[config.mk]
export PLATFORM = sky130hd
export DESIGN_NAME = gate_tester2
export DESIGN_NICKNAME = d
export VERILOG_FILES = /design/src/rtl/gate_tester2.sv
export SDC_FILE = /design/constraint.sdc
export NUM_CORES = 1
export LEC_CHECK = 0
export CAP_MARGIN = 5
export CORE_MARGIN = 1.5
export CORE_UTILIZATION = 40
export CTS_CLUSTER_DIAMETER = 100
export CTS_CLUSTER_SIZE = 8
export DETAILED_ROUTE_END_ITERATION = 12
export PLACE_DENSITY = 0.6
export SETUP_SLACK_MARGIN = 0.05
export SLEW_MARGIN = 20
export SYNTH_ARGS = -nofsm -noshare
export SYNTH_HDL_FRONTEND = slang
export SYNTH_SLANG_ARGS = --single-unit
export TNS_END_PERCENT = 100
[constraint.sdc]
create_clock -name clk -period 5.8 [get_ports clk]
set_input_delay 1.16 -clock clk [delete_from_list [all_inputs] [get_ports clk]]
set_output_delay 1.16 -clock clk [all_outputs]
set_load 0.03 [all_outputs]
[src/rtl/gate_tester2.sv]
// gate_tester2 -- on-board self-test sequencer for a 2-input combinational gate.
//
// On an accepted start the block drives the gate inputs through 00, 01, 10, 11.
// It holds each vector for SETTLE_CYCLES cycles and then spends one sample cycle
// capturing gate_y. After the fourth vector it reports the captured truth table,
// the per-vector mismatch mask against EXPECT, and a pass flag.
//
// Parameters
//   SETTLE_CYCLES : cycles each vector is driven before sampling (1..255)
//   EXPECT        : expected gate output per vector, bit index {a,b}
//
// Ports
//   clk      in   rising-edge clock
//   reset_n  in   synchronous active-low reset
//   start    in   run request, sampled only while idle
//   gate_a   out  registered drive to gate input a
//   gate_b   out  registered drive to gate input b
//   gate_y   in   gate output under test
//   busy     out  high while vectors are being applied/sampled
//   done     out  one-cycle pulse at the end of a run
//   pass     out  last completed run had no mismatches
//   result   out  captured gate_y per vector, bit index {a,b}
//   err_mask out  result ^ EXPECT, accumulated per vector
module gate_tester2 #(
  parameter int unsigned SETTLE_CYCLES = 4,
  parameter logic [3:0]  EXPECT        = 4'b1000
) (
  input  logic       clk,
  input  logic       reset_n,
  input  logic       start,
  output logic       gate_a,
  output logic       gate_b,
  input  logic       gate_y,
  output logic       busy,
  output logic       done,
  output logic       pass,
  output logic [3:0] result,
  output logic [3:0] err_mask
);

  typedef enum logic [1:0] {
    IDLE,
    SETTLE,
    SAMPLE,
    DONE
  } state_t;

  localparam logic [7:0] CNT_LOAD = 8'(SETTLE_CYCLES - 1);

  state_t     state;
  logic [7:0] cnt;
  logic [1:0] vec;
  logic [3:0] err_upd;

  // Mismatch mask including the vector being sampled this cycle; lets pass be
  // registered on the same edge that captures the last vector.
  always_comb begin
    err_upd      = err_mask;
    err_upd[vec] = gate_y ^ EXPECT[vec];
  end

  always_ff @(posedge clk) begin
    if (!reset_n) begin
      state    <= IDLE;
      cnt      <= '0;
      vec      <= '0;
      gate_a   <= 1'b0;
      gate_b   <= 1'b0;
      busy     <= 1'b0;
      done     <= 1'b0;
      pass     <= 1'b0;
      result   <= '0;
      err_mask <= '0;
    end else begin
      case (state)
        IDLE: begin
          done <= 1'b0;
          if (start) begin
            state    <= SETTLE;
            vec      <= '0;
            gate_a   <= 1'b0;
            gate_b   <= 1'b0;
            cnt      <= CNT_LOAD;
            busy     <= 1'b1;
            pass     <= 1'b0;
            result   <= '0;
            err_mask <= '0;
          end
        end

        SETTLE: begin
          if (cnt == '0) begin
            state <= SAMPLE;
          end else begin
            cnt <= cnt - 8'd1;
          end
        end

        SAMPLE: begin
          result[vec] <= gate_y;
          err_mask    <= err_upd;
          if (vec == 2'd3) begin
            state  <= DONE;
            gate_a <= 1'b0;
            gate_b <= 1'b0;
            busy   <= 1'b0;
            done   <= 1'b1;
            pass   <= (err_upd == '0);
          end else begin
            state  <= SETTLE;
            vec    <= vec + 2'd1;
            // Drive the next vector, i.e. {a,b} = vec + 1.
            {gate_a, gate_b} <= vec + 2'd1;
            cnt    <= CNT_LOAD;
          end
        end

        DONE: begin
          state <= IDLE;
          done  <= 1'b0;
        end

        default: state <= IDLE;
      endcase
    end
  end

endmodule

==> reports/metrics.yaml, run 1 <==
synthSimpleGateAreaFrac_pct: 24.8
cp-end-kind: "register"
netlist.area_leader.share_pct: 36.7
ys_types: 37
synth_most_common_cell: "dfxtp_1"
critPathRequiredTime_ns: 6.05
power.density_mw_per_mm2: 363
h-tree-depth: 1
antenna_found_initial: 0
synthTopCellsByCount: "25 x dfxtp_1, 21 x a21oi_1, 14 x nand2_1"
path_buf_inv: 1
ant_nets: 0
synthToLayoutAreaGrowth_pct: 15.9
io_pins: 17
rsz0062_at_grt: "no"
synth.largest_area_cell: "dfxtp_1"
outcome: "finished clean"
fin_setup_tns_ns: 0
arrival_ns: 2.93
switchingPower_uw: 241
synthXorXnorAreaFrac_pct: 0
p_seq_share_pct: 39.6
initial_core_util_pct: 41.2
final_nets: 196
finalInstanceArea_mm2: 0.00158
path_max_fanout: 10
ys_warn_count: 0
clock_sinks: 25
clk_latency_ns: 0.31
fmax_mhz: 374
synth_compound_area_share_pct: 20.8
die_w_um: 61.4
cts_tree: "done"
total_power_uw: 573
min_path_type: "reg -> reg"
hold_viol: 0
track_usage_pct: 17.8
min_period_over_period_pct: 46.1
p_int_uw: 333
clk_path_buf_depth: 2
synth_fa_ha_area_share_pct: 10.1
dieHeight_um: 61.4
grt_pass1_wl_um: 5050
synth_top_family_by_area: "simple AND/OR/NAND/NOR gates"
max-slew-margin-rel_pct: 55.2
grt_pass1_vias: 1181
skew_ns: 0.00490
drt_iter0_drc: 24
swShare_pct: 42.0
crit_chain: "clkdlybuf4s50_1, nor2b_4, or3_4, or4_1, a21oi_1"
dp_hpwl_um: 2230
viasPerCell: 5.39
cp_slowest_stage_delay_ns: 0.61
tightest_slew_ns: 0.668
drt_pass1_iterations: 4
crit_slowest_cell: "clkdlybuf4s50_1"
antennaDiodeCount: 0
whs_ns: 0.471
gp_congestion: 0.787
critPathTopFamily: "simple AND/OR/NAND/NOR gates"
combPwrFrac_pct: 47.1
period_minus_slack_ns: 2.67
async_flop_share_pct: 0
synthTopCellsByArea: "dfxtp_1 37%, ha_1 10%, a21oi_1 7.7%"
die_area_mm2: 0.00377
critPathLaunchType: "input port"
wl_per_cell_um: 13.0
synth_edf_count: 0
netlist_instances: 165
drive_gt1_share_pct: 4.44
syn_nets: 180
grt_max_degree: 18
ys_ff_latch: 25
setup_viol: 0
dpl_cell_area_mm2: 0.00155
rows: 21
wirelength_um: 2940
numPortBuffers: 16
drv_slew: 0
worst_ir_drop_vdd_mv: 0.206
cts_setup_buffers: 0
ctsHoldBuffers: 0
cts.clk_slew.worst_paths_ns: 0.13
post_cts_resized: 0
synth.cell_area_mm2: 0.00136
cts-root-buf: "clkbuf_4"
drc: 0
worstSetupPathType: "in -> reg"
cts_buffers: 3
avgSynthCellArea_um2: 8.27
grt_overflow_total: 0
via_count: 1219
ys.flop_type: "dfxtp_1"
coreArea_mm2: 0.00331
p_leak_nw: 0.568
drv_cap: 0
clkPwrFrac_pct: 13.3
synthMuxAreaShare_pct: 2.29
seq_area_frac_synth_pct: 36.7
[path summary, 6_finish.rpt]
kind / startpoint / to / slack [ns] / cells past startpoint
worst max-delay path: start / cnt[5]$_SDFFE_PN0P_ / 3.13 / 5
worst min-delay path: pass$_SDFFE_PN0P_ / pass$_SDFFE_PN0P_ / 0.47 / 2
worst max register to register: state[0]$_SDFFE_PN0P_ / cnt[5]$_SDFFE_PN0P_ / 3.72 / 6
worst min register to register: pass$_SDFFE_PN0P_ / pass$_SDFFE_PN0P_ / 0.47 / 2
[state kept, by name, summed over array words and instances (netlist names), 2 cells and up]
signal and count:
cnt 8, state 2, vec 2, err_mask 4
result 4
[area by class of cell]
class / instances / area (um2)
clock buffers: 4 / 26.3
flip-flops and latches: 25 / 500
fillers: 363 / 1730
multi-input cells: 123 / 791
inverters: 12 / 45.0
repair buffers: 16 / 160
well taps: 46 / 57.6
[cell families after synthesis]
family,count (synthesis)
compound gates,48
fa+ha+maj,11
buf+inv,17
flops,25
mux,3
simple gates,61
[power groups by stage]
stage	clock network [mW]	logic [mW]	registers [mW]
after floorplan	0	0.209	0.232
after global placement	0	0.268	0.229
after detailed placement	0	0.270	0.230
after CTS	0.0820	0.270	0.227
after global routing	0.0877	0.304	0.231
final	0.0761	0.270	0.227
[stage by stage]
step           std cells  utilization [%]  setup WS, ns
3_5_place_dp         222             46.9          2.81
3_3_place_gp         222             46.9          2.86
6_report             226             47.7          3.13
5_1_grt              226             47.7          3.02
4_1_cts              226             47.7          3.15
2_1_floorplan        165                -          3.45
[layer usage]
metal	track usage [%]	wire (um)
met1	22.6	1390
met2	31.0	1480
met3	2.10	53
met4	6.38	21
met5	0	0
[layout by cell type, fill, tap and decap left out, drive strengths merged, types with 6 or more instances in the layout]
master         count
o21ai             11
clkdlybuf4s50     16
nand2             14
o31ai              6
ha                11
inv               11
dfxtp             25
a21oi             21
nor2               7
nand3              7
[worst register-to-register path, cell delays in order, from the launching register on]
cell	delay, ns
dfxtp_1	0.41
inv_1	0.09
ha_1	0.30
and2_1	0.23
or3_4	0.35
or4_1	0.50
a21oi_1	0.15
No activity file was read; power rests on OpenSTA's default activity.
==> run 2, diff against run 1 <==
- PLACE_DENSITY: 0.6 -> 0.62
- clock period: 5.8 -> 2.24 ns (I/O delays scaled with it)
==> reports/metrics.yaml, run 2 (synthesis gave the netlist of run 1 again) <==
clkPwrFrac_pct: 12.9
wirelength_um: 3100
track_usage_pct: 19.7
cp-end-kind: "register"
min_path_type: "reg -> reg"
cts_tree: "done"
swShare_pct: 41.5
max-slew-margin-rel_pct: 64.1
dp_hpwl_um: 2370
grt_pass1_wl_um: 5570
reg.largest.list: "cnt: 8 flops, err_mask: 4 flops, result: 4 flops"
via_count: 1266
initial_core_util_pct: 41.2
die_area_mm2: 0.00377
synthToLayoutAreaGrowth_pct: 21.4
skew_ns: 0.0126
drive_gt1_share_pct: 9.47
fin_setup_tns_ns: 0
coreArea_mm2: 0.00331
final_cell_mix: "25 x dfxtp_1, 21 x a21oi_1, 16 x clkdlybuf4s50_1, 14 x nand2_1"
cts_setup_buffers: 0
arrival_ns: 2.30
path_max_fanout: 7
grt_overflow_total: 0
hold_viol: 0
wl_per_cell_um: 13.1
io_pins: 17
tightest_slew_ns: 0.534
setup_viol: 0
ctsHoldBuffers: 0
grt_max_degree: 17
die_w_um: 61.4
rows: 21
numPortBuffers: 16
post_cts_resized: 0
drc: 0
drv_slew: 0
finalInstanceArea_mm2: 0.00166
critPathLaunchType: "register"
finalNonFillerCells: 236
final_nets: 206
critPathRequiredTime_ns: 2.51
dp_cells: 232
grt_pass1_vias: 1205
gp_congestion: 0.866
p_seq_share_pct: 37.0
h-tree-depth: 1
period_minus_slack_ns: 2.03
antenna_found_initial: 0
combPwrFrac_pct: 50.1
rsz0062_at_grt: "no"
switchingPower_uw: 656
ant_nets: 0
outcome: "finished clean"
min_period_over_period_pct: 90.6
dpl_cell_area_mm2: 0.00163
final_common_cell: "dfxtp_1"
cts.clk_slew.worst_paths_ns: 0.14
worstSetupPathType: "reg -> reg"
drt_iter0_drc: 44
antennaDiodeCount: 0
worst_ir_drop_vdd_mv: 0.410
viasPerCell: 5.36
cp_slowest_stage_delay_ns: 0.51
n_fill_cell: 337
clk_path_buf_depth: 2
power.density_mw_per_mm2: 954
fmax_mhz: 493
clk_latency_ns: 0.33
drt_pass1_iterations: 4
crit_slowest_cell: "or4_1"
largest_reg_flops: 8
cts_buffers: 3
drv_cap: 0
top_register: "cnt"
clock_sinks: 25
p_int_uw: 923
cts-root-buf: "clkbuf_4"
p_leak_nw: 0.619
crit_chain: "inv_1, ha_1, nor2b_4, or3_4, or4_1, a21oi_1"
dieHeight_um: 61.4
==> run 2: final cells by class <==
type / count / area (um2) / area share [%]
inverter: 12 / 45.0 / 2.72
timing repair buffer: 26 / 235 / 14.2
sequential: 25 / 500 / 30.2
tap: 46 / 57.6 / 3.48
multi-input combinational: 123 / 791 / 47.8
clock buffer: 4 / 26.3 / 1.59
==> run 2: metrics by stage <==
step | hold slack, ns | power (mW) | utilization [%] | worst slack, ns
2_1_floorplan | 0.443 | 1.14 | - | 0.254
3_3_place_gp | 0.449 | 1.35 | 49.2 | 0.111
3_5_place_dp | 0.453 | 1.38 | 49.2 | 0.0720
4_1_cts | 0.470 | 1.59 | 50.0 | 0.199
5_1_grt | 0.492 | 1.74 | 50.0 | 0.118
6_report | 0.465 | 1.58 | 50.0 | 0.211
==> run 2: power groups by stage <==
stage	Sequential, mW	Combinational, mW	Clock, mW
global route	0.600	0.898	0.237
CTS	0.585	0.790	0.214
finish	0.585	0.791	0.203
floorplan	0.600	0.540	0
global placement	0.593	0.762	0
detailed placement	0.596	0.783	0
==> run 2: path summary, 6_finish.rpt <==
path                         startpoint                  end  slack, ns  depth (start not counted)
setup / recovery  state[0]$_SDFFE_PN0P_  cnt[5]$_SDFFE_PN0P_       0.21                          6
hold / removal      gate_b$_SDFFE_PN0P_  gate_b$_SDFFE_PN0P_       0.47                          2
setup reg to reg  state[0]$_SDFFE_PN0P_  cnt[5]$_SDFFE_PN0P_       0.21                          6
hold reg to reg     gate_b$_SDFFE_PN0P_  gate_b$_SDFFE_PN0P_       0.47                          2
==> run 2: critical path, delay by kind of cell (launching register included) <==
kind            cells  cell delay [ns]
buf+inv             1             0.09
flops               1             0.40
compound gates      1             0.15
simple gates        3             1.04
fa+ha+maj           1             0.30
==> run 2: per-layer routing <==
| metal | track usage (%) | up-vias | wire length (um) |
|---|---|---|---|
| met5 | 0 | - | 0 |
| met4 | 6.38 | 0 | 43 |
| met3 | 2.94 | 5 | 135 |
| met2 | 31.3 | 30 | 1450 |
| met1 | 27.5 | 583 | 1470 |
| li1 | - | 648 | - |
